<file path="config.mk">
export PLATFORM = sky130hd
export DESIGN_NAME = seven_capture
export DESIGN_NICKNAME = d
export VERILOG_FILES = /design/src/rtl/seven_pkg.sv /design/src/rtl/seven_capture_if.sv /design/src/rtl/seven_capture_sync.sv /design/src/rtl/seven_decode.sv /design/src/rtl/seven_capture.sv
export SDC_FILE = /design/constraint.sdc
export NUM_CORES = 1
export LEC_CHECK = 0
export ABC_AREA = 1
export CAP_MARGIN = 25
export CORE_MARGIN = 1.5
export CORE_UTILIZATION = 55
export DETAILED_ROUTE_END_ITERATION = 6
export GPL_TIMING_DRIVEN = 0
export PLACE_DENSITY = 0.79
export SLEW_MARGIN = 5
export SYNTH_ARGS = -nofsm -noshare
export SYNTH_HDL_FRONTEND = slang
export SYNTH_HIERARCHICAL = 1
export SYNTH_SLANG_ARGS = --single-unit
</file>
<file path="constraint.sdc">
create_clock -name clk_i -period 2.5 [get_ports clk_i]
set_input_delay 0.5 -clock clk_i [delete_from_list [all_inputs] [get_ports clk_i]]
set_output_delay 0.5 -clock clk_i [all_outputs]
set_load 0.02 [all_outputs]
</file>
<file path="src/rtl/seven_pkg.sv">
// Shared constants for the seven-segment capture block.
// Segment patterns are in the active-high segment domain (bit order gfedcba).
// The active-low pin value is inverted before these are used.
package seven_pkg;

  localparam logic [6:0] SEG_BLANK = 7'h00;
  localparam logic [6:0] SEG_0 = 7'h3F;
  localparam logic [6:0] SEG_1 = 7'h06;
  localparam logic [6:0] SEG_2 = 7'h5B;
  localparam logic [6:0] SEG_3 = 7'h4F;
  localparam logic [6:0] SEG_4 = 7'h66;
  localparam logic [6:0] SEG_5 = 7'h6D;
  localparam logic [6:0] SEG_6 = 7'h7D;
  localparam logic [6:0] SEG_7 = 7'h07;
  localparam logic [6:0] SEG_8 = 7'h7F;
  localparam logic [6:0] SEG_9 = 7'h6F;
  localparam logic [6:0] SEG_A = 7'h77;
  localparam logic [6:0] SEG_B = 7'h7C;
  localparam logic [6:0] SEG_C = 7'h39;
  localparam logic [6:0] SEG_D = 7'h5E;
  localparam logic [6:0] SEG_E = 7'h79;
  localparam logic [6:0] SEG_F = 7'h71;

  // The stability counter only ever has to reach STABLE_CYCLES-1 (max 254).
  localparam int CNT_W = 8;

  // WAIT: counting identical samples. HOLD: decoded, waiting for a change.
  typedef enum logic {
    ST_WAIT = 1'b0,
    ST_HOLD = 1'b1
  } cap_state_t;

endpackage

</file>
<file path="src/rtl/seven_capture_if.sv">
// Raw pin bundle sampled from a scanned seven-segment display driver.
//   hg : active-low segments, hgfedcba (h = decimal point)
//   an : active-low digit enables
// master drives the pins, slave samples them.
interface seven_capture_if #(
  parameter int DIGITS = 4
) ();
  logic [7:0]        hg;
  logic [DIGITS-1:0] an;

  modport master (output hg, output an);
  modport slave  (input  hg, input  an);
endinterface

</file>
<file path="src/rtl/seven_capture_sync.sv">
// Two-flop synchronizer for the asynchronous display pins.
//   clk, rst_n : clock, async active-low reset
//   pins       : raw pin bundle (slave side)
//   hg_s, an_s : synchronized copies, two edges behind the pins
module seven_capture_sync #(
  parameter int DIGITS = 4
) (
  input  logic              clk,
  input  logic              rst_n,
  seven_capture_if.slave    pins,
  output logic [7:0]        hg_s,
  output logic [DIGITS-1:0] an_s
);

  logic [7:0]        hg_m;
  logic [DIGITS-1:0] an_m;

  always_ff @(posedge clk or negedge rst_n) begin
    if (!rst_n) begin
      hg_m <= '0;
      an_m <= '0;
      hg_s <= '0;
      an_s <= '0;
    end else begin
      hg_m <= pins.hg;
      an_m <= pins.an;
      hg_s <= hg_m;
      an_s <= an_m;
    end
  end

endmodule

</file>
<file path="src/rtl/seven_decode.sv">
// Combinational segment-pattern to nibble lookup.
//   seg    : active-high segments gfedcba
//   nibble : hex value of the recognized glyph (0 on miss)
//   hit    : seg matched one of the 16 glyphs (blank is a miss)
module seven_decode
  import seven_pkg::*;
(
  input  logic [6:0] seg,
  output logic [3:0] nibble,
  output logic       hit
);

  always_comb begin
    nibble = 4'h0;
    hit    = 1'b1;
    case (seg)
      SEG_0:   nibble = 4'h0;
      SEG_1:   nibble = 4'h1;
      SEG_2:   nibble = 4'h2;
      SEG_3:   nibble = 4'h3;
      SEG_4:   nibble = 4'h4;
      SEG_5:   nibble = 4'h5;
      SEG_6:   nibble = 4'h6;
      SEG_7:   nibble = 4'h7;
      SEG_8:   nibble = 4'h8;
      SEG_9:   nibble = 4'h9;
      SEG_A:   nibble = 4'hA;
      SEG_B:   nibble = 4'hB;
      SEG_C:   nibble = 4'hC;
      SEG_D:   nibble = 4'hD;
      SEG_E:   nibble = 4'hE;
      SEG_F:   nibble = 4'hF;
      default: hit    = 1'b0;
    endcase
  end

endmodule

</file>
<file path="src/rtl/seven_capture.sv">
// Captures the digits shown on a multiplexed seven-segment display by
// watching its segment and digit-enable pins.
//   clk_i, rst_n_i : clock, async active-low reset
//   hg_i, an_i     : active-low segment bus and digit enables
//   code_o, dp_o   : captured nibble / decimal point per digit
//   valid_o        : every digit captured at least once since reset
//   frame_o        : pulse when a full set of digits has been captured
//   err_o          : pulse on an unrecognized, non-blank pattern
module seven_capture
  import seven_pkg::*;
#(
  parameter int DIGITS        = 4,
  parameter int STABLE_CYCLES = 4
) (
  input  logic                clk_i,
  input  logic                rst_n_i,
  input  logic [7:0]          hg_i,
  input  logic [DIGITS-1:0]   an_i,
  output logic [4*DIGITS-1:0] code_o,
  output logic [DIGITS-1:0]   dp_o,
  output logic                valid_o,
  output logic                frame_o,
  output logic                err_o
);

  localparam logic [CNT_W-1:0] CNT_LAST = CNT_W'(STABLE_CYCLES - 1);

  seven_capture_if #(.DIGITS(DIGITS)) pin_if ();
  assign pin_if.hg = hg_i;
  assign pin_if.an = an_i;

  logic [7:0]        hg_s, hg_p;
  logic [DIGITS-1:0] an_s, an_p;

  seven_capture_sync #(.DIGITS(DIGITS)) u_sync (
    .clk   (clk_i),
    .rst_n (rst_n_i),
    .pins  (pin_if),
    .hg_s  (hg_s),
    .an_s  (an_s)
  );

  // ---- stability FSM ----
  cap_state_t       state_q, state_d;
  logic [CNT_W-1:0] cnt_q, cnt_d;
  logic             same, dec_evt;

  assign same = (hg_s == hg_p) && (an_s == an_p);

  always_ff @(posedge clk_i or negedge rst_n_i) begin
    if (!rst_n_i) begin
      state_q <= ST_WAIT;
      cnt_q   <= '0;
      hg_p    <= '0;
      an_p    <= '0;
    end else begin
      state_q <= state_d;
      cnt_q   <= cnt_d;
      hg_p    <= hg_s;
      an_p    <= an_s;
    end
  end

  // The decode event is combinational so the write lands on the same edge
  // that would otherwise have advanced the counter past STABLE_CYCLES-1.
  always_comb begin
    state_d = state_q;
    cnt_d   = cnt_q;
    dec_evt = 1'b0;
    if (!same) begin
      state_d = ST_WAIT;
      cnt_d   = '0;
    end else if (state_q == ST_WAIT) begin
      if (cnt_q == CNT_LAST) begin
        dec_evt = 1'b1;
        state_d = ST_HOLD;
      end else begin
        cnt_d = cnt_q + CNT_W'(1);
      end
    end
  end

  // ---- decode ----
  logic [6:0]        seg;
  logic [3:0]        nibble;
  logic              hit, one_en, blank, wr, bad;
  logic [DIGITS-1:0] en;

  assign seg    = ~hg_s[6:0];
  assign en     = ~an_s;
  assign one_en = $onehot(en);
  assign blank  = (seg == SEG_BLANK);
  assign wr     = dec_evt && one_en && hit;
  assign bad    = dec_evt && one_en && !hit && !blank;

  seven_decode u_dec (
    .seg    (seg),
    .nibble (nibble),
    .hit    (hit)
  );

  // ---- capture registers ----
  logic [DIGITS-1:0][3:0] code_q;
  logic [DIGITS-1:0]      seen_q;
  logic                   full;

  assign code_o = code_q;
  assign full   = &seen_q;

  always_ff @(posedge clk_i or negedge rst_n_i) begin
    if (!rst_n_i) begin
      code_q  <= '0;
      dp_o    <= '0;
      seen_q  <= '0;
      valid_o <= 1'b0;
      frame_o <= 1'b0;
      err_o   <= 1'b0;
    end else begin
      for (int k = 0; k < DIGITS; k++) begin
        if (wr && en[k]) begin
          code_q[k] <= nibble;
          dp_o[k]   <= ~hg_s[7];
        end
      end
      // A full mask is cleared the edge after it fills; a write landing on
      // that same edge counts toward the next frame.
      seen_q  <= (full ? '0 : seen_q) | (wr ? en : '0);
      frame_o <= full;
      err_o   <= bad;
      if (full) valid_o <= 1'b1;
    end
  end

endmodule

</file>
==> summary.md <==
| Metric | Value |
|---|---|
| Outcome | complete, no violations |
| M1 wire length | 2366 um |
| Count leader, synth | nand2_1 |
| IO Port Bufs | 36 |
| Final Instance Area | 3774 um2 |
| Net Count, Synth | 363 |
| Main synth FF type | dfrtp_1 |
| CTS root buf | clkbuf_8 |
| Area growth syn-to-layout | 22.35% |
| Pin count of the biggest net entering global routing | 73 |
| Pre-antenna DRT Iters | 4 |
| Via count | 2,406 |
| CTS H-tree lvls | 3 |
| Worst Path Required | 2740 ps |
| Drt drc | 0 |
| Period utilisation layout | 0.9589 |
| Crit end category | flop |
| GRT overflow | 0 |
| Worst Setup Slack, final | 102.8 ps |
| CTS tree | yes |
| CORE AREA | 5473 um2 |
| Crit Path Max Fanout | 5 |
| Final setup skew | 10.28 ps |
| DRT Wirelength | 5634 um |
| Hold Crit Class | in2async |
| Final cell count without fillers | 471 |
| Seq/Total Area, Yosys | 0.5842 |
| Synthesis-stage register bit count | 72 |
| Met2 routed WL | 2791 um |
| Antenna violations before repair | 0 |
| Post-placement setup slack | 59.32 ps |
| Power Density | 590.7 nW/um2 |
| # diodes | 0 |
| Top Layer Used | met4 |
| Number of synthesized flops with an enable pin | 0 |
| Die W | 77.89 um |
| Vias in the first global route | 2,275 |
| Placer Congestion | 0.8598 |
| Synth top cells by count | nand2_1 (106), dfrtp_1 (72), inv_1 (47) |
| Io pins | 37 |
| Yosys top cell area share | 0.5842 |
| Chip Height | 77.89 um |
| Global-route wire length before repair | 9666 um |
| FMAX | 0.4172 GHz |
| Cts bufs inserted | 9 |
| Final setup viols | 0 |
| Avg Cell Area, Syn | 8.940 um2 |
| GRT Total Usage | 0.2074 |
| Area of the die | 6066 um2 |
| Startpoint types | flop |
| Clock-pin slew on the worst setup and hold paths | 80 ps |
| Distinct cells, synth | 26 |
| Post-DP Area | 3532 um2 |
| Peak VDD IR | 0.4502 mV |
| Post-Syn Area | 3084 um2 |
| Num rows | 27 |
| Clock buffer depth | 2 |
| Measured slew at the worst slew-check pin | 837.5 ps |
| Fill cells | 427 |
| Critical Path AT | 2630 ps |
| Synth area leaders | dfrtp_1 (58%), nand2_1 (13%), inv_1 (5.7%) |
| Fraction of registers with async set/reset | 1.000 |
| Cts hold-fix bufs | 0 |
| Final min period | 2397 ps |
| Detail Route Antenna Nets | 0 |
| HPWL after detailed placement | 3815 um |
| Nets | 413 |
| Synth warn | 6 |
| Final Hold Fails | 0 |
| Fin util | 0.6895 |
| Met3 WL post-DR | 301 um |
| Hold Slack | 259.8 ps |
| Leading area contributor after synthesis | dfrtp_1 |
| Clock latency on the worst-skew pair | 340 ps |
| Placed insts | 453 |
| Starting Density | 0.5636 |
| Share of cells above drive strength 1 | 0.1228 |
| Clk sinks | 72 |
| Post-Synthesis Cells | 345 |
| MaxCap Viol Count | 0 |
| Routed len/inst | 11.96 um |
| Final Max Tran Viols | 0 |
| Crit path kind | reg2reg |
| Slew HR | 0.4417 |
| Vias per cell | 5.108 |
| Detailed Route Iter0 Violations | 125 |
| Pleak | 1.881 nW |
==> flip-flops by register name (all words and copies together), names as in the netlist <==
register	count
hg_p	8
state_q	1
err_o	1
dp_o	4
valid_o	1
u_sync/hg_m	8
cnt_q	8
u_sync/hg_s	8
seen_q	4
frame_o	1
u_sync/an_m	4
u_sync/an_s	4
code_o	16
an_p	4
==> cell type report <==
cell class	instances	area (um2)	share of cell area
inverter	53	198.9	0.05272
tap	72	90.09	0.02387
buffer	4	45.04	0.01194
multi-input combinational	216	1071	0.2838
sequential	72	1802	0.4775
timing repair buffer	39	380.4	0.1008
clock inverter	5	58.81	0.01558
clock buffer	10	127.6	0.03382
==> power breakdown <==
part | switching [mW] | total [mW] | internal (mW)
clock network | 0.416 | 0.871 | 0.455
logic | 0.0890 | 0.145 | 0.0557
registers | 0.0197 | 1.21 | 1.19
==> path summary, 6_finish.rpt <==
kind / from / to / slack, ps / cells past startpoint
max: u_sync/an_s[1] / code_o[5] / 100 / 11
min: rst_n_i / code_o[1] / 260 / 1
max reg2reg: u_sync/an_s[1] / code_o[5] / 100 / 11
min reg2reg: u_sync/hg_m[7] / u_sync/hg_s[7] / 340 / 0
max in group asynchronous: rst_n_i / cnt_q[3] / 1700 / 1
min in group clk_i: u_sync/hg_m[7] / u_sync/hg_s[7] / 340 / 0
==> through the flow <==
stage | power, mW | TNS (ps)
floorplan | 1.306 | 0
global placement | 1.362 | -96270
detailed placement | 1.367 | 0
CTS | 2.244 | 0
global route | 2.328 | -156.4
finish | 2.229 | 0
==> timing repair <==
item	in CTS	in global routing
setup endpoints to repair	0	20
gates resized for setup	0	7
setup buffers	0	2
==> kinds of logic after synthesis <==
logic type                 count (synthesis)  share of synthesized area
adders and majority gates                  4                    0.01866
and+or+nand+nor                          178                     0.2556
xor gates and xnor gates                   3                   0.008521
DFF                                       72                     0.5842
buffers and inverters                     57                    0.07911
AOI/OAI and AO/OA                         31                    0.05396
==> critical path, cell delays in order, from the launching register on <==
cell and delay, ps:
dfrtp_1 420, fa_1 560, inv_2 40, ha_4 150, ha_4 230, nor2_2 90, nand4_1 140, nor2_4 170
nand3b_1 180, buf_4 210, nand2_1 50, o21ai_1 50
==> cell usage in the layout, fill, tap and decap left out, drive strengths merged, types with 4 or more instances in the layout <==
cell and instances:
clkbuf 10, a21oi 4, dfrtp 72, o21ai 25, buf 8, nand3 17
nand3b 4, clkdlybuf4s50 35, nor2 38, inv 53, nand2 109, nand4 5
==> per-layer routing <==
metal / vias up / track usage
met2: 81 / 0.3504
li1: 1169 / -
met5: - / 0
met1: 1141 / 0.2419
met4: 0 / 0.09455
met3: 15 / 0.06235
No activity file was read; power rests on OpenSTA's default activity.
